### src/rtl/serial_add_ctrl.sv
// -----------------------------------------------------------------------------
// serial_add_ctrl
//
// Bit-serial adder controller. A single one-bit full-add slice is applied to
// two WIDTH-bit operands, one bit per clock, LSB first. The final sum and
// carry-out are registered and announced with a one-cycle done pulse.
// This replaces a WIDTH-bit parallel adder with a single slice, trading
// latency for area.
//
// Parameters
//   WIDTH   operand/sum width in bits (1..64)
//
// Ports
//   clk     in   clock, rising edge
//   rst_n   in   asynchronous active-low reset
//   start   in   request, accepted only while ready=1
//   A, B    in   operands, captured on the accepting edge only
//   ready   out  high in IDLE and DONE (start will be accepted)
//   busy    out  high while the serial add is running
//   done    out  one-cycle pulse: Sum/Carry have just been updated
//   Sum     out  registered (A+B) mod 2^WIDTH of the last completed add
//   Carry   out  registered carry-out of the last completed add
// -----------------------------------------------------------------------------
module serial_add_ctrl #(
   parameter int WIDTH = 8
) (
   input  logic             clk,
   input  logic             rst_n,
   input  logic             start,
   input  logic [WIDTH-1:0] A,
   input  logic [WIDTH-1:0] B,
   output logic             ready,
   output logic             busy,
   output logic             done,
   output logic [WIDTH-1:0] Sum,
   output logic             Carry
);

   localparam int             CW   = $clog2(WIDTH + 1);
   localparam logic [CW-1:0] LAST = CW'(WIDTH - 1);

   // Each status output maps onto exactly one state bit ({done, busy, ready}),
   // so the outputs are straight flop outputs and cannot glitch.
   typedef enum logic [2:0] {
      IDLE = 3'b001,
      RUN  = 3'b010,
      DONE = 3'b101
   } state_t;

   state_t           state_q, state_d;
   logic [WIDTH-1:0] sa_q, sa_d;
   logic [WIDTH-1:0] sb_q, sb_d;
   logic [WIDTH-1:0] sacc_q, sacc_d;
   logic [WIDTH-1:0] sum_q, sum_d;
   logic             c_q, c_d;
   logic             carry_q, carry_d;
   logic [CW-1:0]    cnt_q, cnt_d;

   // One-bit full-add slice built from two half adders.
   logic             ha1_s, ha1_c, ha2_s, ha2_c, c_out;
   logic [WIDTH-1:0] sacc_shift;

   assign ha1_s = sa_q[0] ^ sb_q[0];
   assign ha1_c = sa_q[0] & sb_q[0];
   assign ha2_s = ha1_s ^ c_q;
   assign ha2_c = ha1_s & c_q;
   assign c_out = ha1_c | ha2_c;

   // New sum bit enters at the MSB; after WIDTH shifts bit 0 holds the LSB.
   // Written as shift/or so it also covers WIDTH=1 without a special case.
   assign sacc_shift = (sacc_q >> 1) | (WIDTH'(ha2_s) << (WIDTH - 1));

   always_comb begin
      state_d = state_q;
      sa_d    = sa_q;
      sb_d    = sb_q;
      sacc_d  = sacc_q;
      sum_d   = sum_q;
      c_d     = c_q;
      carry_d = carry_q;
      cnt_d   = cnt_q;

      case (state_q)
         IDLE, DONE: begin
            if (start) begin
               sa_d    = A;
               sb_d    = B;
               c_d     = 1'b0;
               cnt_d   = '0;
               sacc_d  = '0;
               state_d = RUN;
            end else begin
               state_d = IDLE;
            end
         end
         RUN: begin
            // start is deliberately not looked at here: requests during a
            // run are dropped, not queued.
            sa_d   = sa_q >> 1;
            sb_d   = sb_q >> 1;
            c_d    = c_out;
            sacc_d = sacc_shift;
            cnt_d  = cnt_q + CW'(1);
            if (cnt_q == LAST) begin
               sum_d   = sacc_shift;
               carry_d = c_out;
               state_d = DONE;
            end
         end
         default: begin
            state_d = IDLE;
         end
      endcase
   end

   always_ff @(posedge clk or negedge rst_n) begin
      if (!rst_n) begin
         state_q <= IDLE;
         sa_q    <= '0;
         sb_q    <= '0;
         sacc_q  <= '0;
         sum_q   <= '0;
         c_q     <= 1'b0;
         carry_q <= 1'b0;
         cnt_q   <= '0;
      end else begin
         state_q <= state_d;
         sa_q    <= sa_d;
         sb_q    <= sb_d;
         sacc_q  <= sacc_d;
         sum_q   <= sum_d;
         c_q     <= c_d;
         carry_q <= carry_d;
         cnt_q   <= cnt_d;
      end
   end

   assign ready = state_q[0];
   assign busy  = state_q[1];
   assign done  = state_q[2];
   assign Sum   = sum_q;
   assign Carry = carry_q;

endmodule

### config.mk
export PLATFORM = sky130hd
export DESIGN_NAME = serial_add_ctrl
export DESIGN_NICKNAME = d
export VERILOG_FILES = /design/src/rtl/serial_add_ctrl.sv
export SDC_FILE = /design/constraint.sdc
export NUM_CORES = 1
export LEC_CHECK = 0
export ABC_AREA = 1
export CORE_UTILIZATION = 40
export CTS_CLUSTER_SIZE = 14
export DETAILED_ROUTE_END_ITERATION = 8
export GPL_TIMING_DRIVEN = 0
export PLACE_DENSITY = 0.68
export SYNTH_ARGS = -nofsm -noshare
export SYNTH_HDL_FRONTEND = slang
export SYNTH_SLANG_ARGS = --single-unit
### constraint.sdc
create_clock -name clk -period 3.2 [get_ports clk]
set_input_delay 0.64 -clock clk [delete_from_list [all_inputs] [get_ports clk]]
set_output_delay 0.64 -clock clk [all_outputs]
set_load 0.005 [all_outputs]
==> results.tsv, run 1 <==
metric	value	unit
starting density of the core	0.433	
htree depth	2	
Die H	69.0	um
Worst IR Drop VDD	0.000320	V
Worst Setup End Kind	output port	
fin nets	276	
largest cells by area after synthesis	dfrtp_1, nand2_1, nand3_1, inv_1, nor2_1	
first-pass GRT wire length	6.00	mm
largest net degree at the start of global routing	41	
r2r setup slk	1.75	ns
post-cts resize count	0	
Diodes inserted	0	
Cells after Synth	218	
TritonCTS clock tree	yes	
Syn-to-layout area delta	24.5	%
CP max FO	4	
number of buffers created by CTS	5	
RSZ-0062 raised after global routing	false	
synthesized cell area	0.00179	mm2
Yosys warning count	0	
first drt pass iteration count	4	
fin. max-slew vios	0	
root buffer cell	clkbuf_8	
final worst-path cycle share	0.623	
Syn Nets	239	
CTS sink count	40	
post-route design area	0.00223	mm2
#FFs+latches synth	40	
share of cells above drive strength 1	0.0898	
worst hold path type	in2async	
fillcell total	402	
CP Buf/Inv Count	1	
Leak	1.18	nW
number of global-route vias before repair	1298	
routed vias/inst	4.73	
initial antenna violation count	0	
Setup Fix Bufs, Post-CTS	0	
Top FF cell, synth	dfrtp_1	
Fin Clk Skew	0.00479	ns
Worst setup SP type	register	
Cells after DPL	298	
IO Pins	31	
global router's overall resource usage	0.178	
final worst slack	1.21	ns
Worst slew margin	0.416	
worst-margin pin slew	0.876	ns
FP Rows	23	
final WL	3.47	mm
Clk Latency, worst-skew pair	0.29	ns
cells along the critical path	clkdlybuf4s50_1	
DP Area	0.00215	mm2
CP delay by family, top	flip-flops	
Post-Layout Cell Count	306	
worst path arrival time	1.35	ns
Routed Antenna Nets	0	
final hold vios	0	
PortBufs	30	
Async SR Flop Fraction	1.00	
Unique masters post-synth	18	
WL per Instance	11.3	um
Crit path required time	2.56	ns
area leader, netlist	dfrtp_1	
post-synth top area share	0.544	
CP peak stage delay	0.56	ns
Pwr Density	696	mW/mm2
slowest CP cell	dfstp_2	
final setup violation count	0	
Clock Path Buffers	2	
GRT overflow	0	
Post-synth EDFFs	0	
Mean Syn Cell Area	8.23	um2
Die X	69.0	um
Period minus WS final	1.99	ns
outcome	completed	
Detailed Place HPWL	2.38	mm
area of the die	0.00476	mm2
vias	1447	
hold_buf cts	0	
Achievable Freq	502	MHz
worst setup path category	reg2out	
Reg clk slew, reported paths	0.07	ns
core area	0.00414	mm2
final core occ	0.539	
max_cap viols	0	
Iter 0 DRT Violations	104	
Post-route DRC	0	
register area share after synthesis	0.559	
setup TNS	0	ns
pre-CTS setup slack	1.14	ns
gpl congestion	0.743	
==> area by class of cell <==
type	instances	area [um2]	area share
Timing Repair Buffer	30	295	0.132
Sequential cell	40	1000	0.449
Buffer	6	36.3	0.0162
Clock buffer	7	76.3	0.0342
Multi-Input combinational cell	150	673	0.301
Clock inverter	1	5.00	0.00224
Inverter	22	82.6	0.0370
Tap cell	50	62.6	0.0280
==> cell usage in the layout (no fill, tap or decap) <==
cell type        netlist  final
nor2_4                 2      2
or2_2                  1      1
nand2_1               83     83
clkbuf_1               0      2
nand3_1               38     38
ha_1                   1      1
nor2_2                 2      2
clkdlybuf4s50_1        0     29
nand3_2                1      1
clkinv_2               0      1
nand4_1                1      1
nor2_1                16     16
dfrtp_1               39     39
o21ai_1                3      3
inv_2                  2      2
nand2_2                1      1
dfstp_2                1      1
buf_2                  5      6
buf_6                  1      1
clkbuf_8               0      5
fa_1                   1      1
inv_1                 20     20
==> per-layer routing <==
metal	track usage	up-vias	wire length (um)
met1	0.243	670	1700
met2	0.267	22	1600
met3	0.0395	7	103
met5	0	-	0
li1	-	748	-
met4	0.0842	0	66
==> worst paths after layout <==
path | startpoint | to | cells past startpoint
worst max-delay path | state_q[0]$_DFFE_PN1P_ | ready | 1
worst min-delay path | rst_n | sb_q[3]$_DFFE_PN0P_ | 1
min in group clk | Sum[3]$_DFFE_PN0P_ | Sum[3]$_DFFE_PN0P_ | 2
worst min register to register | Sum[3]$_DFFE_PN0P_ | Sum[3]$_DFFE_PN0P_ | 2
worst max register to register | state_q[0]$_DFFE_PN1P_ | sa_q[5]$_DFFE_PN0P_ | 6
max in group asynchronous | rst_n | Sum[0]$_DFFE_PN0P_ | 1
==> cells in the mapped netlist (2+ instances only) <==
master	n
nand2_1	83
inv_1	20
dfrtp_1	39
o21ai_1	3
buf_2	5
nor2_4	2
inv_2	2
nor2_1	16
nand3_1	38
nor2_2	2
==> flip-flops by register name (all words and copies together), names as in the netlist <==
register	flops
sacc_q	7
sa_q	8
cnt_q	4
Sum	8
Carry	1
sb_q	8
c_q	1
state_q	3
==> power by group <==
part           total (mW)  switching, mW  internal, mW  leakage (nW)
clock network       0.321          0.168         0.153        0.0422
registers           0.742         0.0936         0.648         0.505
logic               0.492          0.298         0.194         0.628
total                1.56          0.560         0.995          1.18
==> metrics by stage <==
step	power (mW)	hold slack, ns
2_1_floorplan	1.08	0.344
3_3_place_gp	1.24	0.458
3_5_place_dp	1.25	0.457
4_1_cts	1.57	0.475
5_1_grt	1.69	0.499
6_report	1.56	0.463
==> cell families after synthesis <==
| group | count (synthesis) | synth area share |
|---|---|---|
| simple gates | 145 | 0.349 |
| buf+inv | 28 | 0.0662 |
| flops | 40 | 0.559 |
| fa+ha+maj | 2 | 0.0181 |
| compound gates | 3 | 0.00837 |
Power figures use the tool's default switching activity.
==> run 2: changes to the inputs <==
--- a/config.mk
+++ b/config.mk
@@ -10,7 +10,7 @@
 export CTS_CLUSTER_SIZE = 14
 export DETAILED_ROUTE_END_ITERATION = 8
 export GPL_TIMING_DRIVEN = 0
-export PLACE_DENSITY = 0.68
+export PLACE_DENSITY = 0.71
 export SYNTH_ARGS = -nofsm -noshare
 export SYNTH_HDL_FRONTEND = slang
 export SYNTH_SLANG_ARGS = --single-unit
==> constraint.sdc (replaced) <==
create_clock -name clk -period 1.69 [get_ports clk]
set_input_delay 0.338 -clock clk [delete_from_list [all_inputs] [get_ports clk]]
set_output_delay 0.338 -clock clk [all_outputs]
set_load 0.005 [all_outputs]
==> results.tsv, run 2 (synthesis results as in run 1) <==
metric	value	unit
outcome	completed	
Clk pwr share	0.215	
Die H	69.0	um
number of global-route vias before repair	1361	
Flop pwr share	0.467	
final worst-path cycle share	0.976	
Fin Clk Skew	0.00815	ns
Worst setup SP type	register	
RSZ-0062 raised after global routing	false	
TritonCTS clock tree	yes	
hold_buf cts	0	
Gate power share	0.317	
worst path arrival time	1.31	ns
Psw	1.08	mW
switching share of total power	0.358	
gpl congestion	0.711	
Achievable Freq	606	MHz
WL per Instance	11.4	um
root buffer cell	clkbuf_8	
largest net degree at the start of global routing	41	
most common cell after layout, fill and taps aside	nand2_1	
Routed Antenna Nets	0	
Diodes inserted	0	
global router's overall resource usage	0.178	
Reg clk slew, reported paths	0.08	ns
Period minus WS final	1.65	ns
first-pass GRT wire length	6.09	mm
Clock Path Buffers	2	
reg2reg end	sa_q[5]$_DFFE_PN0P_	
Internal	1.93	mW
slowest CP cell	dfstp_2	
setup TNS	0	ns
r2r setup slk	0.22	ns
CP max FO	2	
IO Pins	31	
Worst slew margin	0.413	
Post-route DRC	0	
Worst Reg-to-Reg Cells	7	
worst setup path category	reg2out	
critical path launch point	state_q[0]$_DFFE_PN1P_	
htree depth	2	
fin nets	277	
most frequent cells in the layout	nand2_1, dfrtp_1, nand3_1	
Crit path required time	1.35	ns
initial antenna violation count	0	
area of the die	0.00476	mm2
CTS sink count	40	
final hold vios	0	
routed vias/inst	4.78	
Worst Setup End Kind	output port	
final setup violation count	0	
core area	0.00414	mm2
Clk Latency, worst-skew pair	0.29	ns
worst hold path type	in2async	
CP Capture Point	ready	
vias	1467	
CP peak stage delay	0.53	ns
Pwr Density	1340	mW/mm2
Leak	1.19	nW
Die X	69.0	um
CP delay by family, top	flip-flops	
final WL	3.51	mm
CP Buf/Inv Count	1	
PortBufs	30	
pre-CTS setup slack	-0.0259	ns
starting density of the core	0.433	
fin. max-slew vios	0	
Iter 0 DRT Violations	100	
Detailed Place HPWL	2.35	mm
max_cap viols	0	
fillcell total	425	
share of cells above drive strength 1	0.101	
Setup Fix Bufs, Post-CTS	1	
FF-to-FF Start	state_q[0]$_DFFE_PN1P_	
DP Area	0.00215	mm2
number of buffers created by CTS	5	
worst-margin pin slew	0.880	ns
GRT overflow	0	
FP Rows	23	
post-cts resize count	0	
Worst IR Drop VDD	0.000595	V
Syn-to-layout area delta	25.5	%
Crit path depth	1	
hold slack final	0.160	ns
post-route design area	0.00225	mm2
first drt pass iteration count	6	
final worst slack	0.0406	ns
cells along the critical path	clkdlybuf4s50_1	
==> run 2: cell types whose count changed in the layout (fill, tap and decap cells not counted) <==
cell / previous run / this run
buf_4: 0 / 1
clkbuf_1: 2 / 0
clkbuf_8: 5 / 6
clkinv_2: 1 / 2
==> run 2: worst min path at each step <==
stage | from | end | cells past startpoint
finish | rst_n | sb_q[5]$_DFFE_PN0P_ | 1
global route | rst_n | sb_q[5]$_DFFE_PN0P_ | 1
CTS | rst_n | cnt_q[3]$_DFFE_PN0P_ | 1
detailed placement | Sum[6]$_DFFE_PN0P_ | Sum[6]$_DFFE_PN0P_ | 2
global placement | Sum[4]$_DFFE_PN0P_ | Sum[4]$_DFFE_PN0P_ | 2
floorplan | rst_n | Carry$_DFFE_PN0P_ | 0
==> run 2: layout make-up <==
type,instances,area (um2),share of cell area
multi-input cells,150,673,0.299
repair buffers,31,303,0.134
inverters,22,82.6,0.0367
plain buffers,6,36.3,0.0161
clock buffers,6,82.6,0.0367
flip-flops and latches,40,1000,0.445
well taps,50,62.6,0.0278
clock inverters,2,10.0,0.00444
==> run 2: power by group through the flow <==
stage	registers, mW	clock network [mW]	logic, mW
floorplan	1.39	0	0.659
global placement	1.42	0	0.919
detailed placement	1.43	0	0.940
CTS	1.41	0.671	0.969
global route	1.44	0.714	1.10
finish	1.41	0.649	0.956
==> run 2: metrics by stage <==
stage,instances,utilization,total power [mW]
6_report,307,0.543,3.01
5_1_grt,307,0.543,3.26
4_1_cts,307,0.543,3.05
3_5_place_dp,298,0.519,2.37
3_3_place_gp,298,0.521,2.34
2_1_floorplan,218,-,2.05
==> run 2: per-layer routing <==
layer | wire length [um] | GRT usage
met5 | 0 | 0
met4 | 57 | 0.0689
met3 | 146 | 0.0493
met2 | 1680 | 0.292
met1 | 1620 | 0.219
==> run 3: changes to the inputs <==
--- a/config.mk
+++ b/config.mk
@@ -6,6 +6,7 @@
 export NUM_CORES = 1
 export LEC_CHECK = 0
 export ABC_AREA = 1
+export CORE_MARGIN = 2
 export CORE_UTILIZATION = 40
 export CTS_CLUSTER_SIZE = 14
 export DETAILED_ROUTE_END_ITERATION = 8
==> results.tsv, run 3 (synthesis results as in run 1) <==
metric	value	unit
Clk Latency, worst-skew pair	0.29	ns
core area	0.00432	mm2
number of buffers created by CTS	5	
CP Buf/Inv Count	1	
max_cap viols	0	
Routed Antenna Nets	0	
TritonCTS clock tree	yes	
most frequent cells in the layout	nand2_1, dfrtp_1, nand3_1	
Fin Clk Skew	0.00558	ns
Leak	1.19	nW
FF-to-FF Start	state_q[0]$_DFFE_PN1P_	
pre-CTS setup slack	-0.0421	ns
Reg clk slew, reported paths	0.08	ns
CTS sink count	40	
initial antenna violation count	0	
fillcell total	428	
area of the die	0.00504	mm2
Diodes inserted	0	
GRT overflow	0	
final worst-path cycle share	0.963	
Worst IR Drop VDD	0.000641	V
vias	1443	
worst hold path type	in2async	
first drt pass iteration count	4	
Pwr Density	1320	mW/mm2
largest net degree at the start of global routing	41	
global router's overall resource usage	0.162	
share of cells above drive strength 1	0.101	
Achievable Freq	614	MHz
Post-route DRC	0	
multi-input logic area	673	um2
Syn-to-layout area delta	25.5	%
gpl congestion	0.736	
WL per Instance	11.3	um
routed vias/inst	4.67	
final WL	3.48	mm
CP Capture Point	busy	
reg2reg end	sa_q[5]$_DFFE_PN0P_	
root buffer cell	clkbuf_8	
CP delay by family, top	buffers and inverters	
worst setup path category	reg2out	
worst-margin pin slew	0.878	ns
final setup violation count	0	
slowest CP cell	clkdlybuf4s50_1	
Worst Setup End Kind	output port	
final worst slack	0.0625	ns
r2r setup slk	0.18	ns
IO Pins	31	
cells along the critical path	clkdlybuf4s50_1	
Crit path required time	1.35	ns
htree depth	2	
RSZ-0062 raised after global routing	false	
Detailed Place HPWL	2.36	mm
worst path arrival time	1.29	ns
FP Rows	24	
Worst setup SP type	register	
number of global-route vias before repair	1465	
fin nets	277	
Die H	71.0	um
Worst Reg-to-Reg Cells	7	
Clock Path Buffers	2	
final core occ	0.521	
hold_buf cts	0	
first-pass GRT wire length	6.40	mm
Period minus WS final	1.63	ns
CP max FO	5	
most common cell after layout, fill and taps aside	nand2_1	
PortBufs	30	
outcome	completed	
Worst slew margin	0.414	
Iter 0 DRT Violations	125	
starting density of the core	0.415	
area occupied by registers	0.00100	mm2
fin. max-slew vios	0	
CP peak stage delay	0.54	ns
Die X	71.0	um
Crit path depth	1	
final hold vios	0	
critical path launch point	state_q[1]$_DFFE_PN0P_	
==> run 3: cell types whose count changed in the layout (fill, tap and decap cells not counted) <==
cell,change
clkdlybuf4s50_1,-1
dlymetal6s2s_1,+1
clkbuf_8,-1
clkinv_4,+1
==> run 3: area by class of cell <==
type                            count  share of cell area
Inverter                           22              0.0367
Clock buffer                        5              0.0306
Sequential cell                    40               0.445
Clock inverter                      3             0.00833
Tap cell                           52              0.0289
Timing Repair Buffer               31               0.136
Buffer                              6              0.0161
Multi-Input combinational cell    150               0.299
==> run 3: metrics by stage <==
stage                     TNS [ns]  total power, mW  hold slack, ns  instances  cell area [um2]
final                            0             2.96           0.155        309             2250
after global routing             0             3.23           0.218        309             2250
after CTS                        0             3.00           0.186        309             2250
after global placement      -27.31             2.32           0.454        300             2160
after detailed placement   -0.0765             2.36           0.458        300             2150
after floorplan                  0             2.05          0.0424        218             1790
==> run 3: worst min path at each step <==
stage	startpoint	endpoint	slack (ns)	cells after the start
after floorplan	rst_n	Carry$_DFFE_PN0P_	0.04	0
after global placement	Sum[5]$_DFFE_PN0P_	Sum[5]$_DFFE_PN0P_	0.45	2
after detailed placement	Sum[6]$_DFFE_PN0P_	Sum[6]$_DFFE_PN0P_	0.46	2
after CTS	rst_n	sb_q[7]$_DFFE_PN0P_	0.19	1
after global routing	rst_n	sb_q[7]$_DFFE_PN0P_	0.22	1
final	rst_n	sb_q[7]$_DFFE_PN0P_	0.15	1
==> run 3: power by group <==
part	switching, mW	leakage, nW	internal (mW)
Sequential	0.175	0.505	1.23
Combinational	0.567	0.638	0.374
Clock	0.334	0.0479	0.287
==> run 3: what timing repair did <==
item / in CTS / in global routing
setup endpoints to repair: 1 / 1
hold endpoints to repair: 0 / 0
gates resized for setup: 0 / 1
setup buffers: 1 / 0
==> run 3: layer usage <==
metal | share of wire | global-route usage | vias to the layer above
li1 | - | - | 749
met4 | 0.020 | 0.0692 | 0
met3 | 0.032 | 0.0442 | 4
met1 | 0.47 | 0.197 | 665
met2 | 0.47 | 0.272 | 25
met5 | 0 | 0 | -
